<file path="config.mk">
export PLATFORM = sky130hd
export DESIGN_NAME = mem_port_arbiter
export DESIGN_NICKNAME = d
export VERILOG_FILES = /design/src/rtl/mem_port_arbiter.sv
export SDC_FILE = /design/constraint.sdc
export NUM_CORES = 1
export LEC_CHECK = 0
export ABC_AREA = 1
export BUFFER_PORTS_ARGS = -buffer_cell sky130_fd_sc_hd__buf_2
export CAP_MARGIN = 25
export CORE_MARGIN = 2
export CORE_UTILIZATION = 40
export CTS_BUF_LIST = sky130_fd_sc_hd__clkbuf_8
export CTS_CLUSTER_SIZE = 40
export DETAILED_ROUTE_END_ITERATION = 8
export GPL_TIMING_DRIVEN = 0
export HOLD_SLACK_MARGIN = 0.08
export PLACE_DENSITY = 0.68
export SETUP_SLACK_MARGIN = 0.2
export SLEW_MARGIN = 20
export SYNTH_ARGS = -nofsm -noshare
export SYNTH_HDL_FRONTEND = slang
export SYNTH_SLANG_ARGS = --single-unit
</file>
<file path="constraint.sdc">
create_clock -name clk -period 1.95 [get_ports clk]
set_clock_uncertainty 0.15 [all_clocks]
set_input_delay 0.195 -clock clk [delete_from_list [all_inputs] [get_ports clk]]
set_output_delay 0.195 -clock clk [all_outputs]
set_load 0.01 [all_outputs]
</file>
<file path="src/rtl/mem_port_arbiter.sv">
// mem_port_arbiter: two-port (fetch/data) single-outstanding memory arbiter; optional fetch starvation guard via ARB_STARVE_GUARD_EN
module mem_port_arbiter #(
  parameter int ADDR_W     = 16,
  parameter int DATA_W     = 16,
  parameter int WAIT_CYC   = 1,
  parameter int STARVE_MAX = 4
) (
  input  logic              clk,
  input  logic              rst,
  input  logic              if_req_i,
  input  logic [ADDR_W-1:0] if_addr_i,
  output logic              if_gnt_o,
  output logic              if_valid_o,
  output logic [DATA_W-1:0] if_rdata_o,
  input  logic              dm_req_i,
  input  logic              dm_we_i,
  input  logic [ADDR_W-1:0] dm_addr_i,
  input  logic [DATA_W-1:0] dm_wdata_i,
  output logic              dm_gnt_o,
  output logic              dm_valid_o,
  output logic [DATA_W-1:0] dm_rdata_o,
  output logic              mem_en_o,
  output logic              mem_we_o,
  output logic [ADDR_W-1:0] mem_addr_o,
  output logic [DATA_W-1:0] mem_wdata_o,
  input  logic [DATA_W-1:0] mem_rdata_i,
  output logic              stall_if_o
);
  typedef enum logic {IDLE, WAIT} state_t;
  state_t state, state_n;
  logic [3:0] cnt;
  logic owner_dm;
  logic done, free, grant, pick_dm;
  assign done = (state == WAIT) && (cnt == 4'd0);
  assign free = (state == IDLE) || done;
  assign grant = free && (if_req_i || dm_req_i);
  assign stall_if_o = if_req_i && !if_gnt_o;
`ifdef ARB_STARVE_GUARD_EN
  logic [3:0] starve;
  assign pick_dm = dm_req_i && !(if_req_i && starve == 4'(STARVE_MAX));
  // count consecutive data grants that bypass a waiting fetch
  always_ff @(posedge clk)
    if (rst || !if_req_i || (grant && !pick_dm)) starve <= '0;
    else if (grant) starve <= starve + 4'd1;
`else
  assign pick_dm = dm_req_i;
`endif
  // next state: the final wait cycle behaves like idle so a new grant lands with the valid pulse
  always_comb begin
    state_n = state;
    if (free) state_n = grant ? WAIT : IDLE;
  end
  // state register
  always_ff @(posedge clk)
    state <= rst ? IDLE : state_n;
  // grant strobes, memory command, latency counter and response capture
  always_ff @(posedge clk) begin
    if (rst) begin
      cnt         <= '0;
      owner_dm    <= 1'b0;
      if_gnt_o    <= 1'b0;
      dm_gnt_o    <= 1'b0;
      if_valid_o  <= 1'b0;
      dm_valid_o  <= 1'b0;
      if_rdata_o  <= '0;
      dm_rdata_o  <= '0;
      mem_en_o    <= 1'b0;
      mem_we_o    <= 1'b0;
      mem_addr_o  <= '0;
      mem_wdata_o <= '0;
    end else begin
      if_gnt_o   <= 1'b0;
      dm_gnt_o   <= 1'b0;
      mem_en_o   <= 1'b0;
      if_valid_o <= done && !owner_dm;
      dm_valid_o <= done && owner_dm;
      if (state == WAIT && cnt != 4'd0) cnt <= cnt - 4'd1;
      if (done && owner_dm) dm_rdata_o <= mem_we_o ? '0 : mem_rdata_i;
      if (done && !owner_dm) if_rdata_o <= mem_rdata_i;
      if (grant) begin
        owner_dm    <= pick_dm;
        dm_gnt_o    <= pick_dm;
        if_gnt_o    <= !pick_dm;
        mem_en_o    <= 1'b1;
        mem_we_o    <= pick_dm && dm_we_i;
        mem_addr_o  <= pick_dm ? dm_addr_i : if_addr_i;
        mem_wdata_o <= pick_dm ? dm_wdata_i : '0;
        cnt         <= 4'(WAIT_CYC);
      end
    end
  end
endmodule
</file>
==> impl_results.md <==
* Reg2reg path depth at 9
* RePlAce Congestion at 0.804
* Starting Density at between 40% and 50%
* Kind of critical path: in2reg
* Ant diodes at 0
* Postcts setup bufs at 0
* Worst Setup Start Kind: input pin
* Final setup vio count at 0
* Maximum vdd ir drop at roughly 410 uV
* Fin area at about 0.0048 mm^2
* Rel. slew slack at between 60% and 70%
* Worst skew pair latency at between 300 and 400 ps
* Status: finished clean
* Min Tclk post-route at approximately 1600 ps
* DRC Markers at 0
* Final Max Slew Viols at 0
* CTS tree: done
* Pin count of the biggest net entering global routing at 13
* Number of port buffers at 138
* Share of cells above drive strength 1 at a little under a third
* Min-delay worst type: in2reg
* Leakage power at 2.47 nW
* Critical path arrival at between 1500 and 2000 ps
* Hpwl dp at around 5900 um
* Tot GR Track Use at about 22%
* Via density at approximately 4.7
* Total core area at 0.00737 mm^2
* Global-route wire length before repair at around 15000 um
* Final net count at about 660
* Max Clock Freq at 626 MHz
* Post-Place Cell Area at ~0.0039 mm^2
* Post-Place Cells at approximately 610
* Max stage delay on crit path at around 570 ps
* Mapped Avg Cell Area at 8.23 um^2
* Chain of cells forming the critical path: dlygate4sd3_1 -> buf_2 -> mux2i_1 -> dlygate4sd3_1 -> o21ai_0
* Setup TNS at 0 ps
* Vias in the first global route at between 3000 and 4000
* #FFs+latches synth at between 70 and 80
* Final period utilization at 81.9%
* Worst Path Max Fanout at 1
* Worst Hold Depth at 3
* Initial antenna violation count at 0
* Worst Max-Slew Pin Slew at ~520 ps
* Mapped Nets at 444
* Die Y at 91.7 um
* Netlist cell types at 29
* Deepest clock path buffer count at 2
* CP most frequent cell: dlygate4sd3_1
* Total gr overflow at 0
* Vias at roughly 3300
* Die Wd at 91.7 um
* Routed WL at roughly 9200 um
* Clock transition at path regs at 80 ps
* Max Cap Violations at 0
* Layout fillers at 621
* RSZ-0062 raised after global routing: false
* Die Area at roughly 0.0084 mm^2
* Rows at 31
* Num CTS Buffers at 9
* Mapped Cells at between 300 and 400
* Routed len/inst at about 13 um
* Ys Warns at 0
* # clock sinks at 76
* Post-synthesis cell area at a little over 0.003 mm^2
* Hold Vio Cnt, Final at 0
* CTS root buffer: clkbuf_8
* Drt pass-1 iters at 4
* IO Count at 140
* Cell Pwr Density at roughly 780 mW/mm^2
* Area growth from synthesis to layout at 55.8%
* Seq/Total Area, Yosys at about half
* Non-Filler Instances at approximately 700
* CP Capture Type: register
* CTS H-Tree Depth at 3
* Worst Path Required at just over 2000 ps
* Critical-path top delay cell: dlygate4sd3_1
* 1st-iter DRT viols at roughly 110
* WHS at 97.3 ps
* Antenna viol nets, final at 0
-- layer usage --
metal | track usage, % | share of wire (%)
met3 | 5.42 | 6.6
met2 | 38.0 | 48
met1 | 25.9 | 42
met4 | 11.1 | 3.5
met5 | 0 | 0
-- state kept, by name, indices dropped and copies added (netlist names) --
name / cells
cnt: 4
dm_gnt_o: 1
dm_rdata_o: 16
dm_valid_o: 1
if_gnt_o: 1
if_rdata_o: 16
if_valid_o: 1
mem_addr_o: 16
mem_en_o: 1
mem_wdata_o: 16
mem_we_o: 1
owner_dm: 1
state: 1
-- cells in the mapped netlist --
| cell | n | area share, % |
|---|---|---|
| ha_1 | 1 | 0.41 |
| buf_1 | 2 | 0.24 |
| nand3_4 | 2 | 1.1 |
| nand4_2 | 1 | 0.41 |
| clkbuf_1 | 8 | 0.98 |
| nand3_1 | 82 | 13 |
| inv_2 | 2 | 0.24 |
| a21oi_1 | 20 | 3.3 |
| o21ai_0 | 9 | 1.5 |
| o21ai_1 | 9 | 1.5 |
| nand2_1 | 76 | 9.3 |
| buf_8 | 1 | 0.49 |
| nor3_1 | 1 | 0.16 |
| nand2_2 | 1 | 0.20 |
| inv_1 | 23 | 2.8 |
| nand2_4 | 3 | 1.1 |
| buf_2 | 4 | 0.65 |
| nor2_8 | 1 | 0.65 |
| nor3_4 | 1 | 0.53 |
| xor2_1 | 1 | 0.28 |
| buf_6 | 6 | 2.2 |
| clkinv_1 | 1 | 0.12 |
| nor2_1 | 22 | 2.7 |
| mux2i_1 | 16 | 5.2 |
| or2_4 | 1 | 0.28 |
| buf_4 | 2 | 0.49 |
| nor2_4 | 1 | 0.37 |
| dfxtp_1 | 76 | 49 |
| inv_4 | 1 | 0.20 |
-- path summary, 6_finish.rpt --
check	slack, ps	endpoint	start
setup / recovery	350	mem_addr_o[4]	if_addr_i[4]
setup reg to reg	360	mem_wdata_o[10]	cnt[0]
hold / removal	100	owner_dm	dm_req_i
hold reg to reg	310	if_rdata_o[2]	if_rdata_o[2]
-- layout make-up --
| cell class | instances | area, um^2 | share of cell area (%) |
|---|---|---|---|
| plain buffers | 23 | 155 | 3.23 |
| repair buffers | 203 | 1340 | 28.0 |
| clock buffers | 12 | 165 | 3.44 |
| multi-input cells | 248 | 1320 | 27.4 |
| clock inverters | 4 | 70.1 | 1.46 |
| flip-flops and latches | 76 | 1520 | 31.7 |
| well taps | 99 | 124 | 2.58 |
| inverters | 27 | 104 | 2.16 |
-- repair_timing --
action,in CTS,in global routing
hold buffers,65,0
gates resized for setup,0,3
setup endpoints to repair,0,50
endpoints found under the hold margin,65,0
-- through the flow --
step                      total power, mW  util (%)  setup slack, ps
after floorplan                      2.06         -              453
after global placement               2.28      52.8              298
after detailed placement             2.29      52.8              262
after CTS                            3.77      64.9              240
after global routing                 3.93      65.1              220
final                                3.76      65.1              352
-- cells in the final DEF, fill, tap and decap left out, types with 4 or more instances in the layout --
cell type,synthesis,layout
o21ai_1,9,9
buf_6,6,6
mux2i_1,16,16
o21ai_0,9,9
a21oi_1,20,20
nand3_1,82,82
inv_1,23,23
clkbuf_8,0,12
nand2_4,3,4
clkbuf_1,8,8
nand2_1,76,76
dfxtp_1,76,76
buf_2,4,142
nor2_1,22,22
dlygate4sd3_1,0,65
-- critical path: cells and delay by family --
family / cells / cell delay [ps]
compound gates: 1 / 80
buf+inv: 3 / 1270
mux: 1 / 130
-- where the power goes --
part / internal, mW / switching [mW]
logic: 0.330 / 0.359
clock network: 0.822 / 0.549
registers: 1.65 / 0.0528
-- cell families (layout without fill, tap and decap cells) --
kind of cell               count (synthesis)  count (layout)  synth area share (%)
AOI/OAI and AO/OA                         38              38                  6.18
adders and majority gates                  1               1                 0.406
and+or+nand+nor                          192             192                  30.1
DFF                                       76              76                  49.4
buffers and inverters                     50             269                  8.41
muxes                                     16              16                  5.20
xor gates and xnor gates                   1               1                 0.284
Note: power is estimated with default switching activity, not from simulation.
